===== config.mk =====
export PLATFORM = sky130hd
export DESIGN_NAME = primefact
export DESIGN_NICKNAME = d
export VERILOG_FILES = /design/src/rtl/primefact_pkg.sv /design/src/rtl/primefact_divqr.sv /design/src/rtl/primefact.sv
export SDC_FILE = /design/constraint.sdc
export NUM_CORES = 1
export LEC_CHECK = 0
export ABC_AREA = 1
export BUFFER_PORTS_ARGS = -buffer_cell sky130_fd_sc_hd__buf_2
export CORE_MARGIN = 2
export CORE_UTILIZATION = 50
export DETAILED_ROUTE_END_ITERATION = 12
export GPL_TIMING_DRIVEN = 0
export HOLD_SLACK_MARGIN = 0.05
export PLACE_DENSITY = 0.72
export SKIP_CTS_REPAIR_TIMING = 1
export SYNTH_ARGS = -nofsm -noshare
export SYNTH_HDL_FRONTEND = slang
export SYNTH_SLANG_ARGS = --single-unit

===== constraint.sdc =====
create_clock -name clk -period 1.9 [get_ports clk]
set_input_delay 0 -clock clk [delete_from_list [all_inputs] [get_ports clk]]
set_output_delay 0 -clock clk [all_outputs]
set_load 0.005 [all_outputs]

===== src/rtl/primefact_pkg.sv =====
// Shared types and constants for the prime factoriser and its divider.
package primefact_pkg;

    // Top-level controller states.
    typedef enum logic [2:0] {
        ST_IDLE      = 3'd0,
        ST_ERROR     = 3'd1,
        ST_PG_RESET  = 3'd2,
        ST_PG_GO     = 3'd3,
        ST_PG_WAIT   = 3'd4,
        ST_DIV_START = 3'd5,
        ST_DIV_WAIT  = 3'd6,
        ST_EMIT      = 3'd7
    } state_t;

    // Default data width is 1 << DEF_WIDTH_LOG bits.
    localparam int unsigned DEF_WIDTH_LOG = 4;

    // Data width for a given log2 width.
    function automatic int unsigned width_of(input int unsigned wlog);
        return 32'd1 << wlog;
    endfunction

endpackage


===== src/rtl/primefact_divqr.sv =====
// Restoring sequential divider: one quotient bit per cycle, WIDTH cycles per
// divide. A zero denominator still runs the full sequence but flags error.
module divqr
    import primefact_pkg::*;
#(
    parameter int unsigned WIDTH_LOG = DEF_WIDTH_LOG,
    localparam int unsigned WIDTH = 1 << WIDTH_LOG
) (
    input  logic             clk,
    input  logic             rst,
    input  logic             go,
    input  logic [WIDTH-1:0] num,
    input  logic [WIDTH-1:0] den,
    output logic             ready,
    output logic             error,
    output logic [WIDTH-1:0] quot,
    output logic [WIDTH-1:0] rem
);
    localparam int unsigned CNT_W = WIDTH_LOG + 1;

    logic             busy_q, busy_d;
    logic             err_q, err_d;
    logic [CNT_W-1:0] cnt_q, cnt_d;
    logic [WIDTH-1:0] den_q, den_d;
    logic [WIDTH-1:0] quot_q, quot_d;
    logic [WIDTH-1:0] rem_q, rem_d;
    logic [WIDTH:0]   r_shift;
    logic [WIDTH:0]   r_diff;

    // One restoring step per busy cycle; quotient bits shift in from the
    // bottom while the dividend shifts out of the top into the remainder.
    always_comb begin
        busy_d  = busy_q;
        err_d   = err_q;
        cnt_d   = cnt_q;
        den_d   = den_q;
        quot_d  = quot_q;
        rem_d   = rem_q;
        r_shift = {rem_q, quot_q[WIDTH-1]};
        r_diff  = r_shift - {1'b0, den_q};
        if (busy_q) begin
            if (r_shift >= {1'b0, den_q}) begin
                rem_d  = r_diff[WIDTH-1:0];
                quot_d = {quot_q[WIDTH-2:0], 1'b1};
            end else begin
                rem_d  = r_shift[WIDTH-1:0];
                quot_d = {quot_q[WIDTH-2:0], 1'b0};
            end
            cnt_d = cnt_q - 1'b1;
            if (cnt_q == CNT_W'(1)) busy_d = 1'b0;
        end else if (go) begin
            busy_d = 1'b1;
            cnt_d  = CNT_W'(WIDTH);
            quot_d = num;
            rem_d  = '0;
            den_d  = den;
            err_d  = (den == '0);
        end
    end

    // State registers.
    always_ff @(posedge clk) begin
        if (rst) begin
            busy_q <= 1'b0;
            err_q  <= 1'b0;
            cnt_q  <= '0;
            den_q  <= '0;
            quot_q <= '0;
            rem_q  <= '0;
        end else begin
            busy_q <= busy_d;
            err_q  <= err_d;
            cnt_q  <= cnt_d;
            den_q  <= den_d;
            quot_q <= quot_d;
            rem_q  <= rem_d;
        end
    end

    assign ready = ~busy_q;
    assign error = err_q;
    assign quot  = quot_q;
    assign rem   = rem_q;

endmodule


===== src/rtl/primefact.sv =====
// Prime factoriser: trial-divides the input by successive primes pulled from
// primogen and streams the prime factors in ascending order over valid/ack.
module primefact
    import primefact_pkg::*;
#(
    parameter int unsigned WIDTH_LOG = DEF_WIDTH_LOG,
    localparam int unsigned WIDTH = 1 << WIDTH_LOG
) (
    input  logic             clk,
    input  logic             rst,
    input  logic             start,
    input  logic [WIDTH-1:0] num,
    output logic             ready,
    output logic             error,
    output logic             factor_valid,
    output logic [WIDTH-1:0] factor,
    output logic             factor_last,
    input  logic             factor_ack,
    output logic             pg_rst,
    output logic             pg_go,
    input  logic             pg_ready,
    input  logic             pg_error,
    input  logic [WIDTH-1:0] pg_res
);
    state_t           state_q, state_d;
    logic [WIDTH-1:0] n_q, n_d;
    logic [WIDTH-1:0] p_q, p_d;
    logic [WIDTH-1:0] factor_q, factor_d;
    logic             last_q, last_d;
    logic             first_q, first_d;
    logic             valid_q, valid_d;
    logic             ready_q, ready_d;
    logic             error_q, error_d;
    logic             pg_go_q, pg_go_d;
    logic             pg_rst_q, pg_rst_d;
    logic             div_go_q, div_go_d;

    logic             div_ready;
    logic             div_error;
    logic [WIDTH-1:0] div_quot;
    logic [WIDTH-1:0] div_rem;

    divqr #(.WIDTH_LOG(WIDTH_LOG)) u_divqr (
        .clk   (clk),
        .rst   (rst),
        .go    (div_go_q),
        .num   (n_q),
        .den   (p_q),
        .ready (div_ready),
        .error (div_error),
        .quot  (div_quot),
        .rem   (div_rem)
    );

    // Next-state logic. first_q marks the first cycle after a go pulse, when
    // the handshake partner's ready still reflects the previous request.
    always_comb begin
        state_d  = state_q;
        n_d      = n_q;
        p_d      = p_q;
        factor_d = factor_q;
        last_d   = last_q;
        first_d  = 1'b0;
        unique case (state_q)
            ST_IDLE: begin
                if (start) begin
                    n_d = num;
                    if (num == '0)
                        state_d = ST_ERROR;
                    else if (num != WIDTH'(1))
                        state_d = ST_PG_RESET;
                end
            end
            ST_ERROR: ;
            ST_PG_RESET: state_d = ST_PG_GO;
            ST_PG_GO: begin
                state_d = ST_PG_WAIT;
                first_d = 1'b1;
            end
            ST_PG_WAIT: begin
                if (!first_q) begin
                    if (pg_error) begin
                        state_d = ST_ERROR;
                    end else if (pg_ready) begin
                        p_d     = pg_res;
                        state_d = ST_DIV_START;
                    end
                end
            end
            ST_DIV_START: begin
                state_d = ST_DIV_WAIT;
                first_d = 1'b1;
            end
            ST_DIV_WAIT: begin
                if (!first_q && div_ready) begin
                    if (div_error) begin
                        state_d = ST_ERROR;
                    end else if (div_rem == '0) begin
                        // p divides n: emit p, keep dividing by the same p.
                        factor_d = p_q;
                        last_d   = (div_quot == WIDTH'(1));
                        n_d      = div_quot;
                        state_d  = ST_EMIT;
                    end else if (div_quot < p_q) begin
                        // p*p > n, so what remains of n is itself prime.
                        factor_d = n_q;
                        last_d   = 1'b1;
                        state_d  = ST_EMIT;
                    end else begin
                        state_d = ST_PG_GO;
                    end
                end
            end
            ST_EMIT: begin
                if (factor_ack) state_d = last_q ? ST_IDLE : ST_DIV_START;
            end
            default: state_d = ST_IDLE;
        endcase
    end

    // Outputs are registered copies of decodes of the next state.
    always_comb begin
        ready_d  = (state_d == ST_IDLE) || (state_d == ST_ERROR);
        error_d  = (state_d == ST_ERROR);
        valid_d  = (state_d == ST_EMIT);
        pg_go_d  = (state_d == ST_PG_GO);
        pg_rst_d = (state_d == ST_PG_RESET);
        div_go_d = (state_d == ST_DIV_START);
    end

    // State and output registers.
    always_ff @(posedge clk) begin
        if (rst) begin
            state_q  <= ST_IDLE;
            n_q      <= '0;
            p_q      <= '0;
            factor_q <= '0;
            last_q   <= 1'b0;
            first_q  <= 1'b0;
            valid_q  <= 1'b0;
            ready_q  <= 1'b1;
            error_q  <= 1'b0;
            pg_go_q  <= 1'b0;
            pg_rst_q <= 1'b1;
            div_go_q <= 1'b0;
        end else begin
            state_q  <= state_d;
            n_q      <= n_d;
            p_q      <= p_d;
            factor_q <= factor_d;
            last_q   <= last_d;
            first_q  <= first_d;
            valid_q  <= valid_d;
            ready_q  <= ready_d;
            error_q  <= error_d;
            pg_go_q  <= pg_go_d;
            pg_rst_q <= pg_rst_d;
            div_go_q <= div_go_d;
        end
    end

    assign ready        = ready_q;
    assign error        = error_q;
    assign factor_valid = valid_q;
    assign factor       = factor_q;
    assign factor_last  = last_q;
    assign pg_go        = pg_go_q;
    assign pg_rst       = pg_rst_q;

endmodule


==> flow_metrics.py <==
metrics = {
    "sta": {
        "fin_skew_ns": 0.01014,
        "slew_headroom_pct": 51.73,
        "finalMaxSlewViolations": 0,
        "rsz0062_at_grt": "yes",
        "fin_crit_sh_pct": 107.4,
        "fmax_mhz": 489.9,
        "finalWorstSetupSlack_ns": -0.1411,
        "fin_crit_ns": 2.041,
        "hold_viol_final": 1,
        "setup_viol": 36,
        "worstMarginPinSlew_ns": 0.7240,
        "hold_slack_ns": -0.01720,
    },
    "critical_path": {
        "path_class": "reg -> reg",
        "cp.required_ns": 2.18,
        "cp-start-kind": "register",
        "critPathCaptureType": "register",
        "cp_max_fo": 6,
        "arrival_ns": 2.32,
    },
    "logic_synthesis": {
        "synth.most_common_cell": "nand2_1",
        "synth-seq-area-share_pct": 34.84,
        "synth_area_per_cell_um2": 7.121,
        "netlist_area_um2": 6551,
        "synth_area_leaders": "dfxtp_1, nand2_1, a21oi_1, ha_1, inv_1",
        "ys_types": 47,
        "synth_edf_count": 0,
        "synth_common_cells": "nand2_1, dfxtp_1, inv_1",
        "netlist.area_leader.share_pct": 34.84,
        "postSynthCellCount": 920,
        "ys_seq_elements": 114,
        "synth_ff_type": "dfxtp_1",
        "yosysWarnings": 0,
        "async_reset_ff_share_pct": 0,
        "yosysTopAreaCell": "dfxtp_1",
        "synth_fp_nets": 992,
    },
    "hold_path": {
        "min_path_type": "in -> reg",
    },
    "power": {
        "seqPwrFrac_pct": 28.8,
        "total_leakage_power_nw": 3.980,
        "swShare_pct": 34.82,
        "p_clk_share_pct": 34.7,
        "internal_power_w": 0.006377,
        "irDropWorstVdd_v": 0.0008651,
        "cellPowerDensity_nw_per_um2": 1059,
        "switchingPower_w": 0.003407,
        "p_total_w": 0.009784,
        "power_frac_comb_pct": 36.5,
    },
    "place": {
        "gp_congestion": 0.9588,
        "hpwl_um": 14310,
        "numPortBuffers": 58,
        "place_area_um2": 7063,
        "dpl_worst_slack_ns": -0.3126,
        "dp.cells": 1150,
    },
    "layout": {
        "fin_cells": 1259,
        "seqCellArea_um2": 2315,
        "fin_nets": 1145,
        "finalInstanceArea_um2": 9235,
        "synthToLayoutAreaGrowth_pct": 40.97,
        "layout-drive-gt1-share_pct": 35.08,
        "n_fill_cell": 997,
        "multi_input_area_um2": 4385,
    },
    "outcome": {
        "status": "finished, violations left",
        "violations": "negative hold slack, negative setup slack",
    },
    "routing": {
        "wl_per_cell_um": 18.21,
        "drc": 0,
        "drt_wl_total_um": 22920,
        "final_antenna_net_count": 0,
        "dr_total_vias": 7270,
        "firstDrtPassIters": 6,
        "vias_per_cell": 5.774,
        "first_iter_violations": 696,
    },
    "clocking": {
        "cts-root-buf": "clkbuf_16",
        "worstSkewPairLatency_ns": 0.43,
        "cts_buffer_depth": 2,
        "clock_sinks": 114,
        "cts_tree": "done",
        "htree_levels": 4,
        "path_clk_slew_ns": 0.06,
        "cts_buffers": 17,
    },
    "die": {
        "initial_core_util_pct": 51.49,
        "core-area_um2": 12720,
        "pin_count": 60,
        "dieArea_um2": 14030,
        "rows": 41,
        "die_h_um": 118.5,
        "die_w_um": 118.5,
    },
    "grt": {
        "grt_pass1_vias": 5940,
        "grt_pass1_wl_um": 30300,
        "grt_max_degree": 17,
        "grt_usage_pct": 27.37,
        "antenna_found_initial": 0,
        "grt_overflow": 0,
    },
    "job": {
        "max_cap_viol_count": 0,
    },
}
==> final timing paths <==
| path | start | end | slack [ns] | cells past startpoint |
|---|---|---|---|---|
| worst max-delay path | u_divqr.rem[6] | u_divqr.rem[4] | -0.14 | 13 |
| worst min-delay path | num[5] | n_q[5] | -0.02 | 5 |
| worst max register to register | u_divqr.rem[6] | u_divqr.rem[4] | -0.14 | 13 |
| worst min register to register | factor[3] | factor[3] | 0.46 | 2 |
==> worst max-delay path: stages, from the launching register on <==
cell,delay [ns]
dfxtp_2,0.36
ha_4,0.33
nand2_4,0.07
nor2_4,0.15
and2_4,0.17
nand2_2,0.06
nand2_2,0.08
a21oi_4,0.07
buf_12,0.15
nand2_8,0.08
clkbuf_16,0.18
nand2_4,0.05
nand3_2,0.07
a21oi_2,0.05
==> registers in the layout (all words and copies together), names as in the netlist <==
signal / flops
first_q: 1
p_q: 16
pg_go: 1
u_divqr.quot: 16
error: 1
u_divqr.cnt_q: 5
factor: 16
n_q: 16
div_go_q: 1
pg_rst: 1
u_divqr.busy_q: 1
factor_valid: 1
ready: 1
u_divqr.rem: 16
u_divqr.den_q: 16
factor_last: 1
state_q: 3
u_divqr.error: 1
==> through the flow <==
stage	TNS, ns	util [%]
after floorplan	0	-
after CTS	-11.18	60.44
after detailed placement	-10.30	55.52
after global placement	-9.727	55.52
after global routing	-5.838	72.57
final	-2.186	72.59
==> power by group through the flow <==
stage | logic (W) | clock network, W | registers, W
after floorplan | 0.00177 | 0 | 0.00279
after global placement | 0.00226 | 0 | 0.00285
after detailed placement | 0.00230 | 0 | 0.00285
after CTS | 0.00231 | 0.00340 | 0.00280
after global routing | 0.00379 | 0.00353 | 0.00283
final | 0.00357 | 0.00340 | 0.00282
==> kinds of logic after synthesis <==
family          after synthesis  share of synthesized area (%)
compound gates              220                          18.72
xor+xnor                      9                          1.203
simple gates                389                          29.03
fa+ha+maj                    34                          6.608
flops                       114                          34.84
buf+inv                     154                          9.606
==> layout make-up <==
class	count	area share (%)
repair buffers	133	10.92
clock buffers	18	4.755
multi-input cells	653	47.49
well taps	172	2.330
plain buffers	42	2.710
inverters	112	4.674
clock inverters	14	2.032
diodes	1	0.02710
flip-flops and latches	114	25.06
==> routing by layer <==
layer / track usage [%] / vias to the layer above / routed length [um]
met5: 0 / - / 0
met4: 8.482 / 0 / 689
met3: 7.288 / 101 / 2223
met2: 42.09 / 423 / 10800
met1: 37.49 / 3369 / 9210
li1: - / 3377 / -
==> cell usage in the layout (no fill, tap or decap), drive strengths merged, types with 28 or more instances in the layout <==
master / netlist / final
a21oi: 104 / 104
dlygate4sd3: 0 / 31
nand2: 211 / 212
nand3: 52 / 52
o21ai: 99 / 99
ha: 33 / 33
clkbuf: 28 / 47
dfxtp: 114 / 114
nand4: 28 / 28
inv: 111 / 110
buf: 14 / 115
nor2: 66 / 66
No activity file was read; power rests on OpenSTA's default activity.
